## config.mk

```make
export PLATFORM = sky130hd
export DESIGN_NAME = wb_port_arbiter_flat
export DESIGN_NICKNAME = d
export VERILOG_FILES = /design/src/rtl/riscv_pkg.sv /design/src/rtl/wb_port_arbiter_if.sv /design/src/rtl/wb_port_arbiter_pend_buf.sv /design/src/rtl/wb_port_arbiter.sv /design/src/flat_wrapper.sv
export SDC_FILE = /design/constraint.sdc
export NUM_CORES = 1
export LEC_CHECK = 0
export CAP_MARGIN = 30
export CORE_AREA = 2 2 80 82
export DETAILED_ROUTE_END_ITERATION = 10
export DIE_AREA = 0 0 82 84
export PLACE_DENSITY = 0.84
export SYNTH_ARGS = -nofsm -noshare
export SYNTH_HDL_FRONTEND = slang
export SYNTH_SLANG_ARGS = --single-unit
export TNS_END_PERCENT = 50
```

## constraint.sdc

```tcl
create_clock -name clk -period 5.2 [get_ports clk]
set_input_delay 0.78 -clock clk [delete_from_list [all_inputs] [get_ports clk]]
set_output_delay 0.78 -clock clk [all_outputs]
set_load 0.01 [all_outputs]
```

## src/rtl/riscv_pkg.sv

```systemverilog
`default_nettype none
// ============================================================================
// Module      : riscv_pkg
// Description : Shared constants and types for the register-file write-port
//               arbiter (data width default, register address width, FSM
//               state encoding).
// Revision    : 1.0 - initial release
// ============================================================================
package riscv_pkg;

    localparam int XLEN_DEFAULT = 32;
    localparam int REG_ADDR_W   = 5;

    // IDLE: buffer empty; HELD: result parked and aging; FORCE: stall W to drain
    typedef enum logic [1:0] {
        IDLE  = 2'd0,
        HELD  = 2'd1,
        FORCE = 2'd2
    } arb_state_t;

endpackage
`default_nettype wire

```

## src/rtl/wb_port_arbiter_if.sv

```systemverilog
`default_nettype none
// ============================================================================
// Module      : wb_port_arbiter_if
// Description : Bundle of the W-stage request, MDU handshake, register-file
//               write port and hazard-export signals around the arbiter.
//               master = pipeline/MDU side, slave = arbiter.
// Revision    : 1.0 - initial release
// ============================================================================
interface wb_port_arbiter_if #(
    parameter int XLEN = riscv_pkg::XLEN_DEFAULT
);
    // W-stage write request
    logic                                regwritew;
    logic [riscv_pkg::REG_ADDR_W-1:0]    rdw;
    logic [XLEN-1:0]                     resultw;
    // MDU result handshake
    logic                                mdu_valid;
    logic [riscv_pkg::REG_ADDR_W-1:0]    mdu_rd;
    logic [XLEN-1:0]                     mdu_result;
    logic                                mdu_ready;
    // Register-file write port
    logic                                rf_we;
    logic [riscv_pkg::REG_ADDR_W-1:0]    rf_a3;
    logic [XLEN-1:0]                     rf_wd;
    // Pipeline control and hazard export
    logic                                stallw;
    logic                                pend_valid;
    logic [riscv_pkg::REG_ADDR_W-1:0]    pend_rd;

    modport master (
        output regwritew, rdw, resultw, mdu_valid, mdu_rd, mdu_result,
        input  mdu_ready, rf_we, rf_a3, rf_wd, stallw, pend_valid, pend_rd
    );

    modport slave (
        input  regwritew, rdw, resultw, mdu_valid, mdu_rd, mdu_result,
        output mdu_ready, rf_we, rf_a3, rf_wd, stallw, pend_valid, pend_rd
    );

endinterface
`default_nettype wire

```

## src/rtl/wb_port_arbiter_pend_buf.sv

```systemverilog
`default_nettype none
// ============================================================================
// Module      : wb_pend_buf
// Description : One-entry parking register for an MDU result that lost the
//               write port. Load captures rd/data, clear empties it; rd/data
//               read back as zero while empty.
// Revision    : 1.0 - initial release
// ============================================================================
module wb_pend_buf
    import riscv_pkg::*;
#(
    parameter int XLEN = XLEN_DEFAULT
) (
    input  wire logic                  clk,
    input  wire logic                  reset_n,
    input  wire logic                  load,
    input  wire logic                  clear,
    input  wire logic [REG_ADDR_W-1:0] load_rd,
    input  wire logic [XLEN-1:0]       load_data,
    output logic                       valid,
    output logic [REG_ADDR_W-1:0]      rd,
    output logic [XLEN-1:0]            data
);

    logic                  valid_q, valid_d;
    logic [REG_ADDR_W-1:0] rd_q,    rd_d;
    logic [XLEN-1:0]       data_q,  data_d;

    // Next-entry selection; load and clear are never requested together
    always_comb begin
        valid_d = valid_q;
        rd_d    = rd_q;
        data_d  = data_q;
        if (clear) begin
            valid_d = 1'b0;
            rd_d    = '0;
            data_d  = '0;
        end
        if (load) begin
            valid_d = 1'b1;
            rd_d    = load_rd;
            data_d  = load_data;
        end
    end

    // Entry storage; reset empties the buffer and drops any parked result
    always_ff @(posedge clk or negedge reset_n) begin
        if (!reset_n) begin
            valid_q <= 1'b0;
            rd_q    <= '0;
            data_q  <= '0;
        end else begin
            valid_q <= valid_d;
            rd_q    <= rd_d;
            data_q  <= data_d;
        end
    end

    assign valid = valid_q;
    assign rd    = rd_q;
    assign data  = data_q;

endmodule
`default_nettype wire

```

## src/rtl/wb_port_arbiter.sv

```systemverilog
`default_nettype none
// ============================================================================
// Module      : wb_port_arbiter
// Description : Shares the register-file write port between the W stage
//               (priority) and the MDU. A losing MDU result is parked; after
//               MAX_WAIT lost cycles the W stage is stalled once to drain it.
// Revision    : 1.0 - initial release
// ============================================================================
module wb_port_arbiter
    import riscv_pkg::*;
#(
    parameter int XLEN     = XLEN_DEFAULT,
    parameter int MAX_WAIT = 4
) (
    input  wire logic        clk,
    input  wire logic        reset_n,
    wb_port_arbiter_if.slave bus
);

    localparam int                 WAIT_W    = $clog2(MAX_WAIT + 1);
    localparam logic [WAIT_W-1:0]  WAIT_LAST = WAIT_W'(MAX_WAIT - 1);
    localparam logic [WAIT_W-1:0]  WAIT_ONE  = WAIT_W'(1);

    arb_state_t            state_q, state_d;
    logic [WAIT_W-1:0]     wait_cnt_q, wait_cnt_d;

    logic                  pipe_req;
    logic                  mdu_req;
    logic                  buf_load;
    logic                  buf_clear;
    logic                  pend_valid;
    logic [REG_ADDR_W-1:0] pend_rd;
    logic [XLEN-1:0]       pend_data;

    logic                  rf_we_c;
    logic [REG_ADDR_W-1:0] rf_a3_c;
    logic [XLEN-1:0]       rf_wd_c;
    logic                  stallw_c;
    logic                  mdu_ready_c;

    wb_pend_buf #(
        .XLEN (XLEN)
    ) u_pend_buf (
        .clk       (clk),
        .reset_n   (reset_n),
        .load      (buf_load),
        .clear     (buf_clear),
        .load_rd   (bus.mdu_rd),
        .load_data (bus.mdu_result),
        .valid     (pend_valid),
        .rd        (pend_rd),
        .data      (pend_data)
    );

    // x0 is never a real write, so rd==0 does not count as a request
    assign pipe_req = bus.regwritew && (bus.rdw != '0);
    assign mdu_req  = bus.mdu_valid && (bus.mdu_rd != '0);

    // Port grant, buffer control and next-state selection
    always_comb begin
        state_d     = state_q;
        wait_cnt_d  = wait_cnt_q;
        buf_load    = 1'b0;
        buf_clear   = 1'b0;
        rf_we_c     = 1'b0;
        rf_a3_c     = '0;
        rf_wd_c     = '0;
        stallw_c    = 1'b0;
        mdu_ready_c = 1'b0;

        unique case (state_q)
            IDLE: begin
                mdu_ready_c = 1'b1;
                if (pipe_req) begin
                    rf_we_c = 1'b1;
                    rf_a3_c = bus.rdw;
                    rf_wd_c = bus.resultw;
                    if (mdu_req) begin
                        buf_load   = 1'b1;
                        wait_cnt_d = '0;
                        state_d    = HELD;
                    end
                end else if (mdu_req) begin
                    rf_we_c = 1'b1;
                    rf_a3_c = bus.mdu_rd;
                    rf_wd_c = bus.mdu_result;
                end
            end

            HELD: begin
                rf_we_c = 1'b1;
                if (!pipe_req) begin
                    rf_a3_c   = pend_rd;
                    rf_wd_c   = pend_data;
                    buf_clear = 1'b1;
                    state_d   = IDLE;
                end else begin
                    rf_a3_c = bus.rdw;
                    rf_wd_c = bus.resultw;
                    if (bus.rdw == pend_rd) begin
                        // Younger write to the same register supersedes the parked one
                        buf_clear = 1'b1;
                        state_d   = IDLE;
                    end else if (wait_cnt_q == WAIT_LAST) begin
                        state_d = FORCE;
                    end else begin
                        wait_cnt_d = wait_cnt_q + WAIT_ONE;
                    end
                end
            end

            FORCE: begin
                stallw_c  = 1'b1;
                rf_we_c   = 1'b1;
                rf_a3_c   = pend_rd;
                rf_wd_c   = pend_data;
                buf_clear = 1'b1;
                state_d   = IDLE;
            end

            default: begin
                buf_clear = 1'b1;
                state_d   = IDLE;
            end
        endcase
    end

    // FSM state and wait counter
    always_ff @(posedge clk or negedge reset_n) begin
        if (!reset_n) begin
            state_q    <= IDLE;
            wait_cnt_q <= '0;
        end else begin
            state_q    <= state_d;
            wait_cnt_q <= wait_cnt_d;
        end
    end

    // Outputs are forced low for the whole time reset is held
    assign bus.rf_we      = reset_n & rf_we_c;
    assign bus.rf_a3      = reset_n ? rf_a3_c : '0;
    assign bus.rf_wd      = reset_n ? rf_wd_c : '0;
    assign bus.stallw     = reset_n & stallw_c;
    assign bus.mdu_ready  = reset_n & mdu_ready_c;
    assign bus.pend_valid = pend_valid;
    assign bus.pend_rd    = pend_rd;

endmodule
`default_nettype wire

```

## src/flat_wrapper.sv

```systemverilog
// flat-port wrapper written by rule: the top's interface ports become plain ports
module wb_port_arbiter_flat import riscv_pkg::*;
#(
    parameter int XLEN     = XLEN_DEFAULT,
    parameter int MAX_WAIT = 4
)
  (clk, reset_n, bus_regwritew, bus_rdw, bus_resultw, bus_mdu_valid, bus_mdu_rd, bus_mdu_result, bus_mdu_ready, bus_rf_we, bus_rf_a3, bus_rf_wd, bus_stallw, bus_pend_valid, bus_pend_rd);
  wb_port_arbiter_if #(.XLEN(XLEN)) bus_i ();
  input  wire logic clk;
  input  wire logic reset_n;
  input wire logic [$bits(bus_i.regwritew)-1:0] bus_regwritew;
  input wire logic [$bits(bus_i.rdw)-1:0] bus_rdw;
  input wire logic [$bits(bus_i.resultw)-1:0] bus_resultw;
  input wire logic [$bits(bus_i.mdu_valid)-1:0] bus_mdu_valid;
  input wire logic [$bits(bus_i.mdu_rd)-1:0] bus_mdu_rd;
  input wire logic [$bits(bus_i.mdu_result)-1:0] bus_mdu_result;
  output wire logic [$bits(bus_i.mdu_ready)-1:0] bus_mdu_ready;
  output wire logic [$bits(bus_i.rf_we)-1:0] bus_rf_we;
  output wire logic [$bits(bus_i.rf_a3)-1:0] bus_rf_a3;
  output wire logic [$bits(bus_i.rf_wd)-1:0] bus_rf_wd;
  output wire logic [$bits(bus_i.stallw)-1:0] bus_stallw;
  output wire logic [$bits(bus_i.pend_valid)-1:0] bus_pend_valid;
  output wire logic [$bits(bus_i.pend_rd)-1:0] bus_pend_rd;
  assign bus_i.regwritew = bus_regwritew;
  assign bus_i.rdw = bus_rdw;
  assign bus_i.resultw = bus_resultw;
  assign bus_i.mdu_valid = bus_mdu_valid;
  assign bus_i.mdu_rd = bus_mdu_rd;
  assign bus_i.mdu_result = bus_mdu_result;
  assign bus_mdu_ready = bus_i.mdu_ready;
  assign bus_rf_we = bus_i.rf_we;
  assign bus_rf_a3 = bus_i.rf_a3;
  assign bus_rf_wd = bus_i.rf_wd;
  assign bus_stallw = bus_i.stallw;
  assign bus_pend_valid = bus_i.pend_valid;
  assign bus_pend_rd = bus_i.pend_rd;
  wb_port_arbiter #(.XLEN(XLEN), .MAX_WAIT(MAX_WAIT)) u_core (.clk(clk), .reset_n(reset_n), .bus(bus_i));
endmodule
```

==> results.cfg <==
[outcome]
status = finished, final reports clean

[timing]
worst_slew_pin_slew_ns = 0.7935
tns_ns = 0
max_freq_mhz = 227.1
hold_viol_final = 0
rsz0062_at_grt = false
max_slew_margin_pct = 47.05
setup_ws_ns = 0.7970
final-setup-viol-count = 0
skew_ns = 0.007348
report.final.slew_viol_count = 0
post-route-min-period_ns = 4.403
fin_crit_sh_pct = 84.67

[placement]
dp_slack_ns = 0.8160
place_area_sq_mm = 0.003861
dp_cells = 424
post-dp-hpwl_mm = 5.481
port_buffers = 123
gp_congestion = 0.8080

[finish]
instances_no_fill = 432
synthToLayoutAreaGrowth_pct = 51.85
antenna_cells = 0
final_layout_size_suffix_gt1_share_pct = 7.042
nets = 438
final_common_cell = clkdlybuf4s50_1
utilization_pct = 64.74
design_area_sq_mm = 0.003946
layout_common_cells = 122 x clkdlybuf4s50_1, 75 x a22o_1, 43 x dfrtp_1
register_area_sq_mm = 0.001076
n_fill_cell = 521
multi_input_area_sq_mm = 0.001376

[critical_path]
ff2ff_setup_slack_ns = 2.71
cp_slowest_cell = or4_4
critical_path.cell_chain = clkdlybuf4s50_1 > or4_4 > o21ai_2 > nor3b_4 > buf_4 > a22o_1 > a21o_1 > clkdlybuf4s50_1
arrival_ns = 3.62
r2r_cells = 6
crit_buf_inv = 3
r2r-end = u_core.wait_cnt_q[2]$_DFFE_PN0P_
crit_type = in -> out
cp.required_ns = 4.42
end_kind = primary output
r2r_start = u_core.state_q[1]$_DFFE_PN0P_
crit_path_frequent_cell = clkdlybuf4s50_1
slowest_delay_ns = 0.57
crit_family = buffers and inverters
cp_max_fo = 18
critical_path_depth = 8
worstSetupStartpointType = input port

[synth]
ys.flop_type = dfrtp_1
synth-edff-count = 0
syn_area_per_cell_sq_um = 11.06
ys_async_sr_fraction_pct = 100.0
synth_seq_area_share_pct = 41.41
netlist.area_leader.share_pct = 41.41
synth_top_area_cell = dfrtp_1
ys_top_cells_by_area = dfrtp_1 41%, a22o_1 25%, a21o_1 10%, buf_6 3.0%, ha_1 2.9%
syn_area_sq_mm = 0.002599
syn_nets = 319
synth_warnings = 0
synth_cell_type_count = 34
yosys_register_bits = 43
synth_cells = 235

[clocking]
clkLatencyLatePin_ns = 0.30
cts_resized = 0
cts_buffer_depth = 2
cts_tree = yes
htreeDepth = 2
path_clk_slew_ns = 0.08
cts.sinks = 43
root_buffer = clkbuf_8
hold_buffers = 0
post_cts_buffers = 0
cts_buffers = 5

[routing]
drt_iter0_drc = 132
wl_met2_mm = 3.773
met1Wirelength_mm = 3.216
drc = 0
drt_wl_total_mm = 7.501
via_count = 2485
top_layer_used = met4
first_pass_iters = 4
ant_nets = 0
drt-vias-per-instance = 5.752
wl_per_cell_um = 17.36
dr_wl_met3_um = 426

[floorplanning]
io_pins = 124
die_w_um = 82
placementRows = 29
die_y_um = 84
coreArea_sq_mm = 0.006096
start_util_pct = 42.63
die_area_sq_mm = 0.006888

[min_path]
hold_class = reg -> reg
hold_depth = 1
min_from = u_core.u_pend_buf.data[15]$_DFFE_PN0P_
hold_path_end = u_core.u_pend_buf.data[15]$_DFFE_PN0P_

[global_routing]
track_usage_pct = 22.83
grt_max_degree = 46
grt_first_pass_wirelength_mm = 12.36
antenna_found_initial = 0
grt_pass1_vias = 2596
grt-ovfl-total = 0

[flow_run]
maxCapViolCount = 0

[pwr]
cellPowerDensity_mw_per_mm2 = 351.1
leakage_uw = 0.001926
peakVddDrop_v = 0.0001954
Yosys cell counts, types with 2 or more instances:
master,number
nand2b_1,2
buf_6,7
nor2_1,4
nor3_1,3
a21oi_1,6
ha_1,6
clkbuf_1,11
o211ai_1,2
dfrtp_1,43
and2_1,3
nand2_1,2
xor2_1,5
a22o_1,75
or4_4,2
o21ai_1,2
o221ai_1,2
nor2b_1,2
a21o_1,36
inv_1,7
cell type report:
cell class / instances / share of cell area (%)
Tap cell: 77 / 2.441
Timing Repair Buffer: 131 / 32.59
Sequential cell: 43 / 27.27
Clock buffer: 6 / 1.839
Inverter: 7 / 0.6658
Multi-Input combinational cell: 166 / 34.88
Clock inverter: 2 / 0.3171
layer usage:
| layer | up-vias | GRT usage, % |
|---|---|---|
| li1 | 1160 | - |
| met1 | 1238 | 29.83 |
| met2 | 78 | 37.18 |
| met3 | 9 | 5.628 |
| met4 | 0 | 6.364 |
| met5 | - | 0 |
how the worst max path moves through the flow:
stage / startpoint / to / slack (ns)
final: bus_rdw[1] / bus_rf_wd[10] / 0.80
after global routing: bus_rdw[1] / bus_rf_wd[24] / 0.58
after CTS: bus_rdw[1] / bus_rf_wd[10] / 0.79
after detailed placement: bus_rdw[1] / bus_rf_wd[10] / 0.82
after global placement: bus_rdw[1] / bus_rf_wd[24] / 0.85
after floorplan: bus_rdw[1] / bus_rf_a3[0] / 2.03
state kept, by name (all words and copies together), names as in the netlist:
name,cells
u_core.u_pend_buf.rd,5
u_core.u_pend_buf.valid,1
u_core.wait_cnt_q,3
u_core.state_q,2
u_core.u_pend_buf.data,32
per-stage QoR:
stage	hold slack (ns)	total power [uW]
5_1_grt	0.5233	1476
2_1_floorplan	0.4668	896.4
6_report	0.5063	1385
3_3_place_gp	0.4828	1162
3_5_place_dp	0.4834	1178
4_1_cts	0.5110	1393
where the power goes:
part | switching, uW | internal, uW
sequential | 65.1 | 422
clock | 117 | 93.9
combinational | 332 | 356
total | 513 | 872
cells by family (layout without fill, tap and decap cells):
kind of cell    count (synthesis)  after routing  share of synthesized area, %
compound gates                132            132                         42.47
flops                          43             43                         41.41
buf+inv                        26            146                         5.826
fa+ha+maj                       6              6                         2.889
simple gates                   23             23                         5.729
xor+xnor                        5              5                         1.685
worst reg2reg max path, stage by stage (launching register included):
cell,delay (ns)
dfrtp_1,0.43
inv_1,0.09
ha_1,0.39
inv_1,0.17
a2111oi_1,0.72
o221ai_1,0.30
a22o_1,0.29
Power figures use the tool's default switching activity.
